`src/rtl/riscoffee_mcsr_if.sv`:
```
// CSR access bus between the decoder (master) and the machine-mode CSR unit (slave).
// Read data and the illegal flag come back registered, one cycle after CSR_VALID.
interface riscoffee_mcsr_if;
    logic        CSR_VALID;
    logic [1:0]  CSR_OP;
    logic        CSR_NOWR;
    logic [11:0] CSR_ADDR;
    logic [31:0] CSR_WDATA;
    logic [31:0] CSR_RDATA;
    logic        CSR_ILLEGAL;

    modport master (
        output CSR_VALID, CSR_OP, CSR_NOWR, CSR_ADDR, CSR_WDATA,
        input  CSR_RDATA, CSR_ILLEGAL
    );

    modport slave (
        input  CSR_VALID, CSR_OP, CSR_NOWR, CSR_ADDR, CSR_WDATA,
        output CSR_RDATA, CSR_ILLEGAL
    );
endinterface

```
`src/rtl/riscoffee_mcsr.sv`:
```
// Sparse machine-mode CSR unit: atomic RW/RS/RC with old-value return, illegal-access
// detection, 64-bit cycle/instret counters, and trap entry / MRET status updates.
module riscoffee_mcsr #(
    parameter logic [31:0] HART_ID     = 32'h0000_0000,
    parameter logic [31:0] MISA_VALUE  = 32'h4000_0100,
    parameter logic [31:0] MTVEC_RESET = 32'h0000_0000,
    parameter int          CNT_W       = 64
) (
    input  logic                   CLK,
    input  logic                   RST_N,
    riscoffee_mcsr_if.slave        csr,
    input  logic                   INSTRET,
    input  logic                   TRAP,
    input  logic [31:0]            TRAP_PC,
    input  logic [31:0]            TRAP_CAUSE,
    input  logic [31:0]            TRAP_TVAL,
    input  logic                   MRET,
    output logic [31:0]            MTVEC_OUT,
    output logic [31:0]            MEPC_OUT,
    output logic                   MIE_OUT
);

    localparam logic [11:0] A_MSTATUS   = 12'h300;
    localparam logic [11:0] A_MISA      = 12'h301;
    localparam logic [11:0] A_MIE       = 12'h304;
    localparam logic [11:0] A_MTVEC     = 12'h305;
    localparam logic [11:0] A_MSCRATCH  = 12'h340;
    localparam logic [11:0] A_MEPC      = 12'h341;
    localparam logic [11:0] A_MCAUSE    = 12'h342;
    localparam logic [11:0] A_MTVAL     = 12'h343;
    localparam logic [11:0] A_MIP       = 12'h344;
    localparam logic [11:0] A_MCYCLE    = 12'hB00;
    localparam logic [11:0] A_MINSTRET  = 12'hB02;
    localparam logic [11:0] A_MCYCLEH   = 12'hB80;
    localparam logic [11:0] A_MINSTRETH = 12'hB82;
    localparam logic [11:0] A_CYCLE     = 12'hC00;
    localparam logic [11:0] A_INSTRET   = 12'hC02;
    localparam logic [11:0] A_CYCLEH    = 12'hC80;
    localparam logic [11:0] A_INSTRETH  = 12'hC82;
    localparam logic [11:0] A_MVENDORID = 12'hF11;
    localparam logic [11:0] A_MARCHID   = 12'hF12;
    localparam logic [11:0] A_MIMPID    = 12'hF13;
    localparam logic [11:0] A_MHARTID   = 12'hF14;

    localparam logic [1:0]  OP_RW = 2'b01;
    localparam logic [1:0]  OP_RS = 2'b10;
    localparam logic [1:0]  OP_RC = 2'b11;

    localparam logic [31:0] MIE_MASK   = 32'h0000_0888;
    localparam logic [31:0] ALIGN_MASK = 32'hFFFF_FFFC;
    localparam logic [31:0] MTVEC_RST  = MTVEC_RESET & ALIGN_MASK;
    // Counters live in 64-bit registers; bits at and above CNT_W are held at zero.
    localparam logic [63:0] CNT_MASK   = (CNT_W >= 64) ? {64{1'b1}}
                                                       : ((64'd1 << CNT_W) - 64'd1);

    logic        mstatus_mie;
    logic        mstatus_mpie;
    logic [31:0] mie_reg;
    logic [31:0] mtvec_reg;
    logic [31:0] mscratch_reg;
    logic [31:0] mepc_reg;
    logic [31:0] mcause_reg;
    logic [31:0] mtval_reg;
    logic [63:0] mcycle_reg;
    logic [63:0] minstret_reg;
    logic [31:0] rdata_reg;
    logic        illegal_reg;

    logic [31:0] mstatus_rd;
    logic [31:0] rd_val;
    logic        addr_hit;
    logic        does_write;
    logic        illegal;
    logic        wr_en;
    logic [31:0] new_val;
    logic [63:0] mcycle_nxt;
    logic [63:0] minstret_nxt;

    assign mstatus_rd = {19'b0, 2'b11, 3'b0, mstatus_mpie, 3'b0, mstatus_mie, 3'b0};

    always_comb begin
        rd_val   = 32'h0;
        addr_hit = 1'b1;
        case (csr.CSR_ADDR)
            A_MSTATUS:                rd_val = mstatus_rd;
            A_MISA:                   rd_val = MISA_VALUE;
            A_MIE:                    rd_val = mie_reg;
            A_MTVEC:                  rd_val = mtvec_reg;
            A_MSCRATCH:               rd_val = mscratch_reg;
            A_MEPC:                   rd_val = mepc_reg;
            A_MCAUSE:                 rd_val = mcause_reg;
            A_MTVAL:                  rd_val = mtval_reg;
            A_MIP:                    rd_val = 32'h0;
            A_MCYCLE, A_CYCLE:        rd_val = mcycle_reg[31:0];
            A_MCYCLEH, A_CYCLEH:      rd_val = mcycle_reg[63:32];
            A_MINSTRET, A_INSTRET:    rd_val = minstret_reg[31:0];
            A_MINSTRETH, A_INSTRETH:  rd_val = minstret_reg[63:32];
            A_MVENDORID, A_MARCHID,
            A_MIMPID:                 rd_val = 32'h0;
            A_MHARTID:                rd_val = HART_ID;
            default:                  addr_hit = 1'b0;
        endcase
    end

    // RS/RC with a zero rs1/uimm field are pure reads and therefore legal on read-only CSRs.
    assign does_write = (csr.CSR_OP == OP_RW) || (csr.CSR_OP[1] && !csr.CSR_NOWR);
    assign illegal    = csr.CSR_VALID &&
                        (!addr_hit || (does_write && (csr.CSR_ADDR[11:10] == 2'b11)));
    assign wr_en      = csr.CSR_VALID && !illegal && does_write;

    always_comb begin
        case (csr.CSR_OP)
            OP_RW:   new_val = csr.CSR_WDATA;
            OP_RS:   new_val = rd_val | csr.CSR_WDATA;
            OP_RC:   new_val = rd_val & ~csr.CSR_WDATA;
            default: new_val = rd_val;
        endcase
    end

    // A write to either half replaces that cycle's increment; the other half keeps its old value.
    always_comb begin
        mcycle_nxt = (mcycle_reg + 64'd1) & CNT_MASK;
        if (wr_en && (csr.CSR_ADDR == A_MCYCLE))
            mcycle_nxt = {mcycle_reg[63:32], new_val} & CNT_MASK;
        else if (wr_en && (csr.CSR_ADDR == A_MCYCLEH))
            mcycle_nxt = {new_val, mcycle_reg[31:0]} & CNT_MASK;

        minstret_nxt = INSTRET ? ((minstret_reg + 64'd1) & CNT_MASK) : minstret_reg;
        if (wr_en && (csr.CSR_ADDR == A_MINSTRET))
            minstret_nxt = {minstret_reg[63:32], new_val} & CNT_MASK;
        else if (wr_en && (csr.CSR_ADDR == A_MINSTRETH))
            minstret_nxt = {new_val, minstret_reg[31:0]} & CNT_MASK;
    end

    always_ff @(posedge CLK) begin
        if (!RST_N) begin
            mstatus_mie  <= 1'b0;
            mstatus_mpie <= 1'b0;
            mie_reg      <= 32'h0;
            mtvec_reg    <= MTVEC_RST;
            mscratch_reg <= 32'h0;
            mepc_reg     <= 32'h0;
            mcause_reg   <= 32'h0;
            mtval_reg    <= 32'h0;
            mcycle_reg   <= 64'h0;
            minstret_reg <= 64'h0;
            rdata_reg    <= 32'h0;
            illegal_reg  <= 1'b0;
        end else begin
            if (wr_en && (csr.CSR_ADDR == A_MIE))
                mie_reg <= new_val & MIE_MASK;
            if (wr_en && (csr.CSR_ADDR == A_MTVEC))
                mtvec_reg <= new_val & ALIGN_MASK;
            if (wr_en && (csr.CSR_ADDR == A_MSCRATCH))
                mscratch_reg <= new_val;

            // Trap entry owns mepc/mcause/mtval/mstatus for the cycle; MRET owns mstatus.
            if (TRAP) begin
                mepc_reg     <= TRAP_PC & ALIGN_MASK;
                mcause_reg   <= TRAP_CAUSE;
                mtval_reg    <= TRAP_TVAL;
                mstatus_mpie <= mstatus_mie;
                mstatus_mie  <= 1'b0;
            end else begin
                if (MRET) begin
                    mstatus_mie  <= mstatus_mpie;
                    mstatus_mpie <= 1'b1;
                end else if (wr_en && (csr.CSR_ADDR == A_MSTATUS)) begin
                    mstatus_mie  <= new_val[3];
                    mstatus_mpie <= new_val[7];
                end
                if (wr_en && (csr.CSR_ADDR == A_MEPC))
                    mepc_reg <= new_val & ALIGN_MASK;
                if (wr_en && (csr.CSR_ADDR == A_MCAUSE))
                    mcause_reg <= new_val;
                if (wr_en && (csr.CSR_ADDR == A_MTVAL))
                    mtval_reg <= new_val;
            end

            mcycle_reg   <= mcycle_nxt;
            minstret_reg <= minstret_nxt;

            if (csr.CSR_VALID)
                rdata_reg <= illegal ? 32'h0 : rd_val;
            illegal_reg <= illegal;
        end
    end

    assign csr.CSR_RDATA   = rdata_reg;
    assign csr.CSR_ILLEGAL = illegal_reg;
    assign MTVEC_OUT       = mtvec_reg;
    assign MEPC_OUT        = mepc_reg;
    assign MIE_OUT         = mstatus_mie;

endmodule

```
`src/flat_wrapper.sv`:
```
// flat-port wrapper written by rule: the top's interface ports become plain ports
module riscoffee_mcsr_flat 
#(
    parameter logic [31:0] HART_ID     = 32'h0000_0000,
    parameter logic [31:0] MISA_VALUE  = 32'h4000_0100,
    parameter logic [31:0] MTVEC_RESET = 32'h0000_0000,
    parameter int          CNT_W       = 64
)
  (CLK, RST_N, INSTRET, TRAP, TRAP_PC, TRAP_CAUSE, TRAP_TVAL, MRET, MTVEC_OUT, MEPC_OUT, MIE_OUT, csr_CSR_VALID, csr_CSR_OP, csr_CSR_NOWR, csr_CSR_ADDR, csr_CSR_WDATA, csr_CSR_RDATA, csr_CSR_ILLEGAL);
  riscoffee_mcsr_if csr_i ();
  input  logic CLK;
  input  logic RST_N;
  input  logic INSTRET;
  input  logic TRAP;
  input  logic [31:0] TRAP_PC;
  input  logic [31:0] TRAP_CAUSE;
  input  logic [31:0] TRAP_TVAL;
  input  logic MRET;
  output logic [31:0] MTVEC_OUT;
  output logic [31:0] MEPC_OUT;
  output logic MIE_OUT;
  input wire logic [$bits(csr_i.CSR_VALID)-1:0] csr_CSR_VALID;
  input wire logic [$bits(csr_i.CSR_OP)-1:0] csr_CSR_OP;
  input wire logic [$bits(csr_i.CSR_NOWR)-1:0] csr_CSR_NOWR;
  input wire logic [$bits(csr_i.CSR_ADDR)-1:0] csr_CSR_ADDR;
  input wire logic [$bits(csr_i.CSR_WDATA)-1:0] csr_CSR_WDATA;
  output wire logic [$bits(csr_i.CSR_RDATA)-1:0] csr_CSR_RDATA;
  output wire logic [$bits(csr_i.CSR_ILLEGAL)-1:0] csr_CSR_ILLEGAL;
  assign csr_i.CSR_VALID = csr_CSR_VALID;
  assign csr_i.CSR_OP = csr_CSR_OP;
  assign csr_i.CSR_NOWR = csr_CSR_NOWR;
  assign csr_i.CSR_ADDR = csr_CSR_ADDR;
  assign csr_i.CSR_WDATA = csr_CSR_WDATA;
  assign csr_CSR_RDATA = csr_i.CSR_RDATA;
  assign csr_CSR_ILLEGAL = csr_i.CSR_ILLEGAL;
  riscoffee_mcsr #(.HART_ID(HART_ID), .MISA_VALUE(MISA_VALUE), .MTVEC_RESET(MTVEC_RESET), .CNT_W(CNT_W)) u_core (.CLK(CLK), .RST_N(RST_N), .csr(csr_i), .INSTRET(INSTRET), .TRAP(TRAP), .TRAP_PC(TRAP_PC), .TRAP_CAUSE(TRAP_CAUSE), .TRAP_TVAL(TRAP_TVAL), .MRET(MRET), .MTVEC_OUT(MTVEC_OUT), .MEPC_OUT(MEPC_OUT), .MIE_OUT(MIE_OUT));
endmodule
```
`config.mk`:
```
export PLATFORM = sky130hd
export DESIGN_NAME = riscoffee_mcsr_flat
export DESIGN_NICKNAME = d
export VERILOG_FILES = /design/src/rtl/riscoffee_mcsr_if.sv /design/src/rtl/riscoffee_mcsr.sv /design/src/flat_wrapper.sv
export SDC_FILE = /design/constraint.sdc
export NUM_CORES = 1
export LEC_CHECK = 0
export BUFFER_PORTS_ARGS = -buffer_cell sky130_fd_sc_hd__buf_4
export CAP_MARGIN = 20
export CORE_MARGIN = 10
export CORE_UTILIZATION = 40
export CTS_BUF_LIST = sky130_fd_sc_hd__clkbuf_8
export DETAILED_ROUTE_END_ITERATION = 8
export SLEW_MARGIN = 10
export SYNTH_ARGS = -nofsm -noshare
export SYNTH_HDL_FRONTEND = slang
export SYNTH_SLANG_ARGS = --single-unit
```
`constraint.sdc`:
```
create_clock -name CLK -period 2.6 [get_ports CLK]
set_input_delay 0 -clock CLK [delete_from_list [all_inputs] [get_ports CLK]]
set_output_delay 0 -clock CLK [all_outputs]
set_load 0.02 [all_outputs]
```
Word-level counts from Yosys, hierarchy flattened
Index checks and enable logic that the tools add are counted.
- reductions and logical operators: 36
- muxes and demuxes: 20
- bitwise logic cells: 5
- equal/unequal tests: 27
- add/sub/neg operators: 2
- operators with widths (kind ; count):
    $pmux 32 s12 ; 1
    $mux 32 ; 9
    $mux 64 ; 3
    $eq 12x12->1 const B ; 12
    $add 64x1->64 const B ; 2
    $eq 12x10->1 const B ; 9
    $pmux 32 s3 ; 1
    $and 32x32->32 ; 1
    $not 32->32 ; 1
    $or 32x32->32 ; 1
    $reduce_or 21->1 ; 1
    $logic_and 1x1->1 ; 16
    $reduce_bool 2->1 ; 6
    $reduce_or 2->1 ; 5
    $eq 2x2->1 const B ; 3
    $mux 1 ; 6
    $ne 2x1->1 const B ; 2
    $reduce_and 2->1 ; 2
    $logic_not 1->1 ; 3
    $reduce_bool 3->1 ; 1
    $eq 2x1->1 const B ; 1
    $logic_or 1x1->1 ; 2
    $not 1->1 ; 2
- bits of input ports: 149
- flip-flop bits (word level): 322
- logic and storage cells: 104
- output and inout port bits: 98

Logic depth before layout (Yosys ltp)
- depth in word-level cells: 13
- gate-level depth with buffers: 13
- depth with buffers taken out: 8

Least setup slack after synthesis
OpenSTA, ideal clock, no wires.
- path type: reg2reg
- from: register u_core.minstret_reg[9]
- to: register u_core.minstret_reg[51]
- arrival time: 2.333 ns
- clock period less this slack: 2.401 ns
- slack: 0.199 ns
- stages on the path, launching flop included: 8
- path buffers: 1
- library setup time: 0.067 ns
- required time: 2.533 ns
- path through: dfxtp_1 and4_4 nand4_4 or4_1 buf_2 or4_4 o32a_1 a21oi_2
- word-level cells in the longest chain between the ends: 3
- ends and longest elaborated chain (item ; line ; source):
    start, declared ; riscoffee_mcsr.sv:65 ; logic [63:0] minstret_reg;
    start signal, assigned ; riscoffee_mcsr.sv:181 ; minstret_reg <= minstret_nxt;
    $add 64x1->64 ; riscoffee_mcsr.sv:128 ; minstret_nxt = INSTRET ? ((minstret_reg + 64'd1) & CNT_MASK) : minstret_reg;
    $mux 64 ; riscoffee_mcsr.sv:128 ;
    $mux 64 ; riscoffee_mcsr.sv:131 ; else if (wr_en && (csr.CSR_ADDR == A_MINSTRETH))
No other way between the ends. The select of a mux whose other input is x is not followed.
A chain may end at the register's enable or synchronous reset.

Worst setup path after layout
- from: register u_core.mcause_reg[9]
- to: register u_core.mepc_reg[9] (netlist: u_core.MEPC_OUT[9])
- word-level cells in the longest chain between the ends: 5
- elaborated cells between the ends (all ways): 6
- those cells by class: 4 x mux; 2 x bitwise
- ends and longest elaborated chain (item ; line ; source):
    start, declared ; riscoffee_mcsr.sv:62 ; logic [31:0] mcause_reg;
    start signal, assigned ; riscoffee_mcsr.sv:175 ; mcause_reg <= new_val;
    $pmux 32 s12 * ; riscoffee_mcsr.sv:84 ; case (csr.CSR_ADDR)
    $and 32x32->32 / $or 32x32->32 (equally long branches) ; riscoffee_mcsr.sv:115, riscoffee_mcsr.sv:114 ;
    $pmux 32 s3 * ; riscoffee_mcsr.sv:112 ; case (csr.CSR_OP)
    $mux 32 * ; riscoffee_mcsr.sv:172 ; if (wr_en && (csr.CSR_ADDR == A_MEPC))
    $mux 32 * ; riscoffee_mcsr.sv:158 ; if (TRAP) begin
    end signal, assigned ; riscoffee_mcsr.sv:159 ; mepc_reg <= TRAP_PC & ALIGN_MASK;
    end signal, assigned ; riscoffee_mcsr.sv:173 ; mepc_reg <= new_val & ALIGN_MASK;
    end, declared ; riscoffee_mcsr.sv:61 ; logic [31:0] mepc_reg;
Every way passes the cells marked *; elsewhere a longest branch is shown, timed or not. The select of a mux whose other input is x is not followed.

==> flow_summary.yaml <==
critical_path:
  arrival_time_at_the_worst_endpoint_ns: 3.26
  cpPeakStageDelay_ns: 0.60
  setup.reg_to_reg.worst_slack_ns: -0.08
  cp-endpoint: "u_core.MEPC_OUT[9]$_SDFFE_PN0P_"
  setup.worst_path.end_class: "flop"
  cp_num_buf_inv: 2
  worst_r2r_startpoint: "u_core.mcause_reg[9]$_SDFFE_PN0P_"
  timing.reg2reg.worst_path_depth: 7
  worst_path_dominant_cell_family: "compound AO/OA/AOI/OAI gates"
  worstSetupPathType: "reg2reg"
  crit_path_start_kind: "flop"
  cp.required_ns: 3.18
  crit_fanout: 7
  r2r_end: "u_core.MEPC_OUT[9]$_SDFFE_PN0P_"
  critical-path-slowest-cell: "a22oi_1"
  cp_num_cells: 7
  critPathLaunch: "u_core.mcause_reg[9]$_SDFFE_PN0P_"
  cell_by_cell_listing_of_the_critical_path: "a22oi_1 -> o22ai_1 -> a2111o_1 -> nand2_1 -> buf_12 -> o211ai_1 -> dlygate4sd3_1"
detailed_routing:
  detail-route-antenna-nets: 0
  routed_wire_length_per_instance_um: 31.8
  drc: 0
  drt_first_pass_iters: 6
  routed-via-count: 26700
  vias_per_cell: 6.68
  drt_iter0_markers: 3978
  postRouteWirelength_mm: 127
layout:
  post_layout_nonfiller_instances: 4003
  number_of_filler_cells_placed_in_the_layout: 4470
  multiInputGateArea_um2: 12300
  final_cell_area_um2: 28800
  area_delta_synth_final_pct: 46.2
  area.sequential_um2: 6450
  layout.nets: 3442
  layout-drive-gt1-share: 0.274
sta:
  post-route-worst-setup-slack_ns: -0.0817
  drv_slew: 0
  fmax_mhz: 373
  finalHoldViolations: 0
  slew-limit-headroom: 0.241
  worst_pin_slew_ns: 1.12
  period_share: 1.03
  setup_repair_after_global_routing_missed_its_margin: "false"
  setup_tns_ns: -0.119
  clock-skew-final_ns: 0.0692
  setup_viol: 2
  fin_worst_hold_slack_ns: 0.0407
  timing.final.crit_period_ns: 2.68
floorplanning:
  row_count: 81
  start_util: 0.403
  floorplan.io_pins: 247
  fp.coreArea_um2: 48800
  fp.dieH_um: 242
  die-area_um2: 58500
  die_w_um: 242
clock_tree:
  clk_latency_ns: 0.72
  tritoncts_clock_tree: "done"
  clock_h_tree_levels: 2
  clock-sinks: 322
  number_of_clock_buffers_inserted_by_tritoncts: 58
  cts_root_buffer: "clkbuf_8"
  clk_transition_reported_paths_ns: 0.06
  cts.path.max_buffers: 3
synthesis:
  netlist_instances: 2546
  yosys_most_used_dff: "dfxtp_1"
  synth.avg_cell_area_um2: 7.73
  synthesis.area_um2: 19700
  synth-seq-cells: 322
  yosys_warnings: 0
  yosysSeqAreaShare: 0.327
  async_flop_share: 0
  post_synth_num_cell_types: 102
  synth_enable_flop_cells: 0
power_and_ir_drop:
  power_per_cell_area_nw_per_um2: 421
  power.leakage_nw: 11.2
  ir_drop_v: 0.000351
outcome:
  failing_checks: "setup timing"
  run_status: "finished with violations"
global_route:
  wire_length_of_the_first_global_routing_pass_mm: 179
  grt_pass1_vias: 25200
  track_usage: 0.411
  grt_overflow: 0
  grt_max_degree: 119
  antenna_found_initial: 7
min_path:
  hold_path.class: "in2reg"
job:
  max_cap_violations: 0
placement:
  place.port_buffers: 240
  placement.cell_area_um2: 25700
  hpwl_after_dpl_mm: 95.7
  last_weighted_congestion_value_of_the_routability_driven_placer: 1.12
  dp.cells: 3710
layout by cell type, fill, tap and decap left out, types with 17 or more instances in the layout:
cell,n
buf_4,692
dfxtp_1,319
nand2_1,262
o21ai_0,206
nand3_1,197
dlygate4sd3_1,184
a21oi_1,141
nor2_1,123
clkbuf_8,76
nand4_1,75
o22ai_1,73
and3_1,66
a22oi_1,65
a31oi_1,58
inv_1,49
o211ai_1,49
nor3_1,46
buf_12,44
a41oi_1,34
nor4b_1,29
xor2_1,25
nor4_1,23
mux2i_1,22
and4_1,22
xnor2_1,17
worst min path at each step:
stage	slack [ns]	end	depth (start not counted)	start
floorplan	0.14	u_core.mtval_reg[30]$_SDFFE_PN0P_	2	TRAP_TVAL[30]
global placement	0.23	u_core.mtval_reg[10]$_SDFFE_PN0P_	3	TRAP_TVAL[10]
detailed placement	0.24	u_core.mtval_reg[11]$_SDFFE_PN0P_	3	TRAP_TVAL[11]
CTS	0.004	u_core.mcycle_reg[60]$_SDFFE_PN0N_	7	csr_CSR_WDATA[28]
global route	0.06	u_core.mcycle_reg[60]$_SDFFE_PN0N_	7	csr_CSR_WDATA[28]
finish	0.04	u_core.mcycle_reg[60]$_SDFFE_PN0N_	7	csr_CSR_WDATA[28]
where the power goes:
group / internal, mW / switching [mW]
Clock: 2.60 / 2.39
Sequential: 5.03 / 0.117
Combinational: 0.843 / 1.13
Total: 8.48 / 3.63
metal layers:
metal  GRT usage  share of wire  up-vias
met5           0        0.00035        -
met4       0.235          0.069        6
met3       0.122           0.13      487
met2       0.633           0.43     2227
met1       0.503           0.37    12700
li1            -              -    11300
worst reg2reg max path, stage by stage (launching register included):
cell           delay (ns)
dfxtp_1              0.33
a22oi_1              0.60
o22ai_1              0.21
a2111o_1             0.34
nand2_1              0.15
buf_12               0.19
o211ai_1             0.13
dlygate4sd3_1        0.59
metrics by stage:
step                      power [mW]  setup slack, ns   util
after floorplan                 5.84            0.199      -
after global placement          6.87          -0.0736  0.525
after detailed placement        6.88           -0.134  0.525
after CTS                       12.0           0.0187  0.587
after global routing            12.4          0.00117  0.589
final                           12.1          -0.0817  0.589
cell families (layout without fill, tap and decap cells):
logic type | count (synthesis) | after routing | share of synthesized area
xor+xnor | 42 | 42 | 0.0187
other cells | 1 | 6 | 0.000190
compound gates | 879 | 879 | 0.302
fa+ha+maj | 2 | 2 | 0.00127
mux | 43 | 43 | 0.0235
simple gates | 987 | 987 | 0.268
flops | 322 | 322 | 0.327
buf+inv | 270 | 1058 | 0.0587
Yosys cell counts (34+ instances only):
cell type    n  share of area
dfxtp_1    322           0.33
nand2_1    262          0.050
o21ai_0    206          0.052
nand3_1    197          0.050
clkbuf_1   154          0.029
a21oi_1    142          0.036
nor2_1     130          0.025
nand4_1     75          0.024
o22ai_1     73          0.023
and3_1      66          0.021
a22oi_1     65          0.025
a31oi_1     58          0.018
buf_2       56          0.014
o211ai_1    49          0.019
nor3_1      48          0.012
a41oi_1     34          0.015
area by class of cell:
cell class,count,area share
Antenna cell,2,0.000174
Clock buffer,76,0.0363
Clock inverter,30,0.00470
Inverter,30,0.00400
Multi-Input combinational cell,1957,0.426
Sequential cell,322,0.224
Tap cell,664,0.0289
Timing Repair Buffer,922,0.276
repair_timing:
item / in CTS / in global routing
hold buffers: 184 / 0
pin swaps: 0 / 3
setup endpoints to repair: 2 / 29
hold endpoints to repair: 263 / 0
resized for setup: 2 / 19
setup buffers: 0 / 1
(Power assumes the default switching activity.)
